--- src/rtl/seq_pattern_detector.sv ---
// rtl/seq_pattern_detector.sv - multi-channel serial bit-pattern detector
//
// Purpose:
//   Shifts a serial bit stream into a short history register and compares
//   the newest PAT_LEN bits against NUM_PAT independently configured
//   patterns. Each channel produces a registered one-cycle match pulse and,
//   optionally, a saturating match counter.
//
// Configuration macro:
//   SEQ_PATTERN_DETECTOR_MATCH_CNT_EN - when defined, per-channel match
//   counters and the clr_cnt clear are built; when undefined, cnt is tied
//   to zero and clr_cnt is ignored.
//
// Parameters:
//   PAT_LEN  - pattern length in bits (2..8)
//   NUM_PAT  - number of pattern channels (1..4)
//   CNT_W    - width of each match counter
//
// Ports:
//   clock     in   rising-edge clock
//   reset     in   asynchronous active-high reset
//   i         in   serial data bit
//   valid     in   i is consumed on this edge when high
//   pat_cfg   in   channel k pattern at [k*PAT_LEN +: PAT_LEN], MSB oldest
//   overlap   in   1 = overlapping detection, 0 = restart after a match
//   clr_cnt   in   synchronous clear of all match counters
//   o         out  registered per-channel match pulse
//   match_any out  OR of all o bits
//   cnt       out  channel k counter at [k*CNT_W +: CNT_W]

module seq_pattern_detector #(
    parameter int PAT_LEN = 3,
    parameter int NUM_PAT = 2,
    parameter int CNT_W   = 8
) (
    input  logic                       clock,
    input  logic                       reset,
    input  logic                       i,
    input  logic                       valid,
    input  logic [NUM_PAT*PAT_LEN-1:0] pat_cfg,
    input  logic                       overlap,
    input  logic                       clr_cnt,
    output logic [NUM_PAT-1:0]         o,
    output logic                       match_any,
    output logic [NUM_PAT*CNT_W-1:0]   cnt
);

    // Fill counters only need to reach PAT_LEN-1.
    localparam int              FILL_W   = $clog2(PAT_LEN);
    localparam logic [FILL_W-1:0] FILL_MAX = FILL_W'(PAT_LEN - 1);

    logic [PAT_LEN-2:0] hist_q, hist_d;
    logic [FILL_W-1:0]  fill_q [NUM_PAT];
    logic [FILL_W-1:0]  fill_d [NUM_PAT];
    logic [NUM_PAT-1:0] o_q, o_d;

    // Window = stored history plus the bit arriving on this edge.
    logic [PAT_LEN-1:0] window;
    logic [NUM_PAT-1:0] hit;

    always_comb begin
        window = {hist_q, i};
        hist_d = valid ? window[PAT_LEN-2:0] : hist_q;
        hit    = '0;
        o_d    = '0;
        for (int k = 0; k < NUM_PAT; k++) begin
            hit[k]    = (fill_q[k] == FILL_MAX) &&
                        (window == pat_cfg[k*PAT_LEN +: PAT_LEN]);
            fill_d[k] = fill_q[k];
            if (valid) begin
                o_d[k] = hit[k];
                if (hit[k] && !overlap) begin
                    // Non-overlapping mode: the next match needs a full
                    // fresh set of PAT_LEN bits.
                    fill_d[k] = '0;
                end else if (fill_q[k] != FILL_MAX) begin
                    fill_d[k] = fill_q[k] + 1'b1;
                end
            end
        end
    end

    always_ff @(posedge clock or posedge reset) begin
        if (reset) begin
            hist_q <= '0;
            o_q    <= '0;
            for (int k = 0; k < NUM_PAT; k++) begin
                fill_q[k] <= '0;
            end
        end else begin
            hist_q <= hist_d;
            o_q    <= o_d;
            for (int k = 0; k < NUM_PAT; k++) begin
                fill_q[k] <= fill_d[k];
            end
        end
    end

    assign o         = o_q;
    assign match_any = |o_q;

`ifdef SEQ_PATTERN_DETECTOR_MATCH_CNT_EN
    localparam logic [CNT_W-1:0] CNT_MAX = {CNT_W{1'b1}};

    logic [CNT_W-1:0] cnt_q [NUM_PAT];

    // o_d is exactly the value o takes on this edge, so counting it keeps
    // the counter aligned with the pulse. Clear has priority.
    always_ff @(posedge clock or posedge reset) begin
        if (reset) begin
            for (int k = 0; k < NUM_PAT; k++) begin
                cnt_q[k] <= '0;
            end
        end else begin
            for (int k = 0; k < NUM_PAT; k++) begin
                if (clr_cnt) begin
                    cnt_q[k] <= '0;
                end else if (o_d[k] && (cnt_q[k] != CNT_MAX)) begin
                    cnt_q[k] <= cnt_q[k] + 1'b1;
                end
            end
        end
    end

    always_comb begin
        cnt = '0;
        for (int k = 0; k < NUM_PAT; k++) begin
            cnt[k*CNT_W +: CNT_W] = cnt_q[k];
        end
    end
`else
    logic unused_clr_cnt;
    assign unused_clr_cnt = clr_cnt;
    assign cnt            = '0;
`endif

endmodule

--- config.mk ---
export PLATFORM = sky130hd
export DESIGN_NAME = seq_pattern_detector
export DESIGN_NICKNAME = d
export VERILOG_FILES = /design/src/rtl/seq_pattern_detector.sv
export SDC_FILE = /design/constraint.sdc
export NUM_CORES = 1
export LEC_CHECK = 0
export CAP_MARGIN = 20
export CORE_UTILIZATION = 37
export DETAILED_ROUTE_END_ITERATION = 16
export GPL_ROUTABILITY_DRIVEN = 0
export PLACE_DENSITY = 0.77
export SYNTH_ARGS = -nofsm -noshare
export SYNTH_HDL_FRONTEND = slang
export SYNTH_SLANG_ARGS = --single-unit
export TNS_END_PERCENT = 5
--- constraint.sdc ---
create_clock -name clock -period 1.2 [get_ports clock]
set_input_delay 0.3 -clock clock [delete_from_list [all_inputs] [get_ports clock]]
set_output_delay 0.3 -clock clock [all_outputs]
set_load 0.005 [all_outputs]
Word-level counts from Yosys, hierarchy flattened
Cells that the tools add are included.

cells by class
  mux-type cells = 6
  reduce and logical (&&, ||, !) cells = 10
  add/subtract/negate cells = 2
  equal/unequal tests = 6

operator list
  cell                   count
  $mux W2                4
  $eq A3 B3 Y1           2
  $add A2 B1 Y2 const B  2
  $eq A2 B2 Y1 const B   2
  $logic_and A1 B1 Y1    4
  $ne A2 B2 Y1 const B   2
  $reduce_and A2 Y1      2
  $reduce_bool A2 Y1     2
  $mux W1                2
  $reduce_or A2 Y1       1
  $logic_not A1 Y1       1

storage, ports and cells
  flip-flop bits (word level) = 8
  logic and storage cells = 28

Longest topological paths before layout
  word-level depth = 5
  gate-level depth with buffers = 5
  gate-level depth less buffers = 5

Worst setup path before layout
Ideal clock, no wire load.

  path type = reg-to-reg
  from = register fill_q[0] in the netlist's numbering
  to = register fill_q[0] in the netlist's numbering
  path slack = 0.100 ns
  path buffers = 0
  stages on the path, launching flop included = 5
  arrival time = 1.010 ns
  setup time = 0.090 ns
  data required time = 1.110 ns
  path through = dfrtp_1 inv_1 ha_1 or3_1 o221ai_1

between the ends
  longest elaborated chain between the ends = 5
  elaborated cells between the ends (all ways) = 9

RTL lines
  item                                 line  text
  start: declaration                   53    logic [FILL_W-1:0] fill_q [NUM_PAT];
  start signal: indexed assignment     94    fill_q[k] <= fill_d[k];
  $eq A2 B2 Y1                         67    hit[k] = (fill_q[k] == FILL_MAX) &&
  $logic_and A1 B1 Y1                  67
  $logic_and A1 B1 Y1                  72    if (hit[k] && !overlap) begin
  $reduce_bool A2 Y1 (no source line)  -
  $reduce_and A2 Y1 (no source line)   -

Several ways; a longest one is shown, not always the timed one. The select of a mux whose other input is x is not followed.
A chain may end at the register's enable or synchronous reset.

Final worst setup path
  from = register o_q[0], in the netlist o[0]
  to = output match_any

between the ends
  longest elaborated chain between the ends = 1

RTL lines
  item                      line  text
  start: declaration        55    logic [NUM_PAT-1:0] o_q, o_d;
  start signal: assignment  86    o_q <= '0;
  start signal: assignment  92    o_q <= o_d;
  $reduce_or A2 Y1          100   assign match_any = |o_q;
  end: declaration          44    output logic match_any,

Every way passes these cells.

==> impl_results.md <==
* Crit Path Max Fanout at 2
* Pleak at between 0.3 and 0.4 nW
* R2R setup slack at 0.01 ns
* PortBufs at 13
* Met1 Use GR at ~11%
* Non-Filler Instances at 93
* Multi-input gate area at slightly below 300 um^2
* Gr busiest metal: met2
* Num rows at 13
* CP Class: reg2out
* Fmax at between 0.7 and 0.8 GHz
* Switching share of power at around a third
* VDD IR max at around 0.85 mV
* Met3 Usage GRT at 7.39%
* GRT overflow at 0
* Final WL at 933 um
* Syn_area_per_cell at around 9.5 um^2
* Compound-Gate Fraction of Synth Area at under 10%
* Post-synthesis cell type count at 17
* Crit start category: flip-flop
* Post-Syn Instances at 61
* Total CTS buffers at 3
* Pre-antenna DRT Iters at 4
* Total net switching power at about 0.35 mW
* Period utilization at 106%
* Data required, critical path at 0.90 ns
* DRC at 0
* First-pass GRT wire length at approximately 1400 um
* Final #Nets at between 90 and 100
* MaxCap Viol Count at 0
* Worst r2r src: hist_q[0]
* H-tree depth at 1
* Adder-cell share of the synthesized area at 4.33%
* Gate power share at between 30% and 40%
* M2 GR Usage at between 10% and 20%
* Via count at 440
* Share of layout cells above drive strength 1 at 16.7%
* Dpl cells at 90
* Max-slew violation count at 0
* Ant diodes at 0
* Post-Synth Simple-Gate Area at 16.2%
* Die area at about 1700 um^2
* XOR/XNOR share of the synthesized area at under 10%
* Vias in the first global route at between 300 and 400
* Num ports at 31
* Starting density of the core at 41.8%
* Register area share after synthesis at between 30% and 40%
* Clk sink count at 8
* Final Hold Fails at 0
* Post-route setup slack at -0.0747 ns
* Total power at 1.02 mW
* Antenna-violating nets left at 0
* Arr. time, crit path at a little under 1 ns
* Avg Vias per Cell at ~4.7
* Post-CTS Hold Fix Bufs at 0
* Int Power at around 0.67 mW
* DP Wirelength at roughly 830 um
* YS warnings at 0
* Clock Path Buffers at 2
* Core region area at 1380 um^2
* GRT Total Usage at between 10% and 20%
* CP startpoint: o[0]
* Clock latency on the worst-skew pair at 0.25 ns
* Area Growth Syn to Fin at 21.4%
* Height of the die at about 42 um
* Status: finished with violations
* P per Cell Area at roughly 1500 nW/um^2
* Worst R2R Path Depth at 3
* CTS tree: built
* Clk root buf: clkbuf_4
* Clock Power Share at between 10% and 20%
* Initial antenna violation count at 0
* DIE WIDTH at approximately 42 um
* Largest family of logic cells by synthesized area: buffers and inverters
* Clock Skew at between 0.003 and 0.004 ns
* Final min period at ~1.3 ns
* RSZ-0062 raised after global routing: yes
* Drt wl/cell at 10.0 um
* Endpoints failing setup at 3
* Mapped cell area at between 500 and 600 um^2
* Post-CTS Setup Bufs at 0
* HP Class: in2async
* Reg-to-reg critical path endpoint: fill_q[2]
* Pin count of the biggest net entering global routing at 9
* Reg area at about 200 um^2
* Worst-path clk slew at around 0.050 ns
* FF+latch count, synth at 8
* DP Worst Slack at -0.403 ns
* Failing checks: setup timing
* Seq pwr share at ~41%
* 1st-iter DRT viols at 10
* Mux cell area share after synthesis at 3.90%
* Fillcell total at approximately 140
* Crit. End Element: primary output
critical path, cell delays in order, from the launching register on:
cell     delay (ns)
dfrtp_1        0.37
or2_4          0.25
buf_6          0.11
synth_stat cells:
cell | number | share of area (%)
dfrtp_1 | 8 | 35
nor3b_1 | 2 | 2.6
xor2_1 | 6 | 9.1
inv_1 | 3 | 1.9
nor4_2 | 2 | 4.3
nand2_1 | 6 | 3.9
o221ai_1 | 2 | 3.0
or2_2 | 1 | 1.1
a21oi_1 | 2 | 1.7
o21ai_0 | 2 | 1.7
inv_2 | 1 | 0.65
nor4_1 | 2 | 2.2
or3_1 | 2 | 2.2
conb_1 | 1 | 0.65
mux2_2 | 2 | 3.9
ha_1 | 2 | 4.3
buf_4 | 17 | 22
placed cells by master (no fill, tap or decap), types with 3 or more instances in the layout:
cell             count
conb_1              16
dfrtp_1              8
xor2_1               6
buf_4                3
clkbuf_4             3
inv_1                3
nand2_1              6
clkdlybuf4s50_1      9
kinds of logic after synthesis:
| logic type | count (synthesis) |
|---|---|
| fa+ha+maj | 2 |
| buf+inv | 21 |
| other cells | 1 |
| mux | 2 |
| simple gates | 15 |
| flops | 8 |
| xor+xnor | 6 |
| compound gates | 6 |
sequential cells by signal (all words and copies together), names as in the netlist:
| register | cells |
|---|---|
| hist_q | 2 |
| fill_q | 4 |
| o | 2 |
what timing repair did:
item | 4_1_cts | 5_1_grt
pin swaps | 1 | 2
endpoints found under the hold margin | 0 | 0
setup endpoints to repair | 7 | 6
gates resized for setup | 9 | 1
gates cloned | 0 | 0
power groups by stage:
stage               Combinational, mW  Clock [mW]  Sequential, mW
floorplan                       0.322           0           0.404
global placement                0.390           0           0.418
detailed placement              0.408           0           0.423
CTS                             0.409       0.200           0.418
global route                    0.458       0.220           0.429
finish                          0.407       0.192           0.420
layout make-up:
| class | count | share of cell area, % |
|---|---|---|
| sequential | 8 | 28.5 |
| tap | 15 | 2.67 |
| clock buffer | 3 | 3.21 |
| inverter | 4 | 2.14 |
| timing repair buffer | 16 | 21.6 |
| multi-input combinational | 47 | 41.9 |
how the worst max path moves through the flow:
| stage | endpoint | depth (start not counted) |
|---|---|---|
| floorplan | fill_q[0] | 4 |
| global placement | fill_q[2] | 4 |
| detailed placement | fill_q[2] | 4 |
| CTS | match_any | 2 |
| global route | match_any | 2 |
| finish | match_any | 2 |
stage by stage:
stage	util, %	cell area (um^2)	hold slack [ns]	setup TNS, ns
finish	50.8	702	0.297	-0.125
global route	50.8	702	0.324	-0.252
CTS	50.7	701	0.313	-0.212
detailed placement	49.0	678	0.537	-2.29
global placement	49.0	678	0.529	-2.19
floorplan	-	634	0.116	0
metal layers:
| layer | vias to the layer above | wire, um |
|---|---|---|
| met5 | - | 0 |
| met4 | 0 | 0 |
| met3 | 0 | 93 |
| met1 | 206 | 357 |
| li1 | 208 | - |
| met2 | 26 | 482 |
No activity file was read; power rests on OpenSTA's default activity.
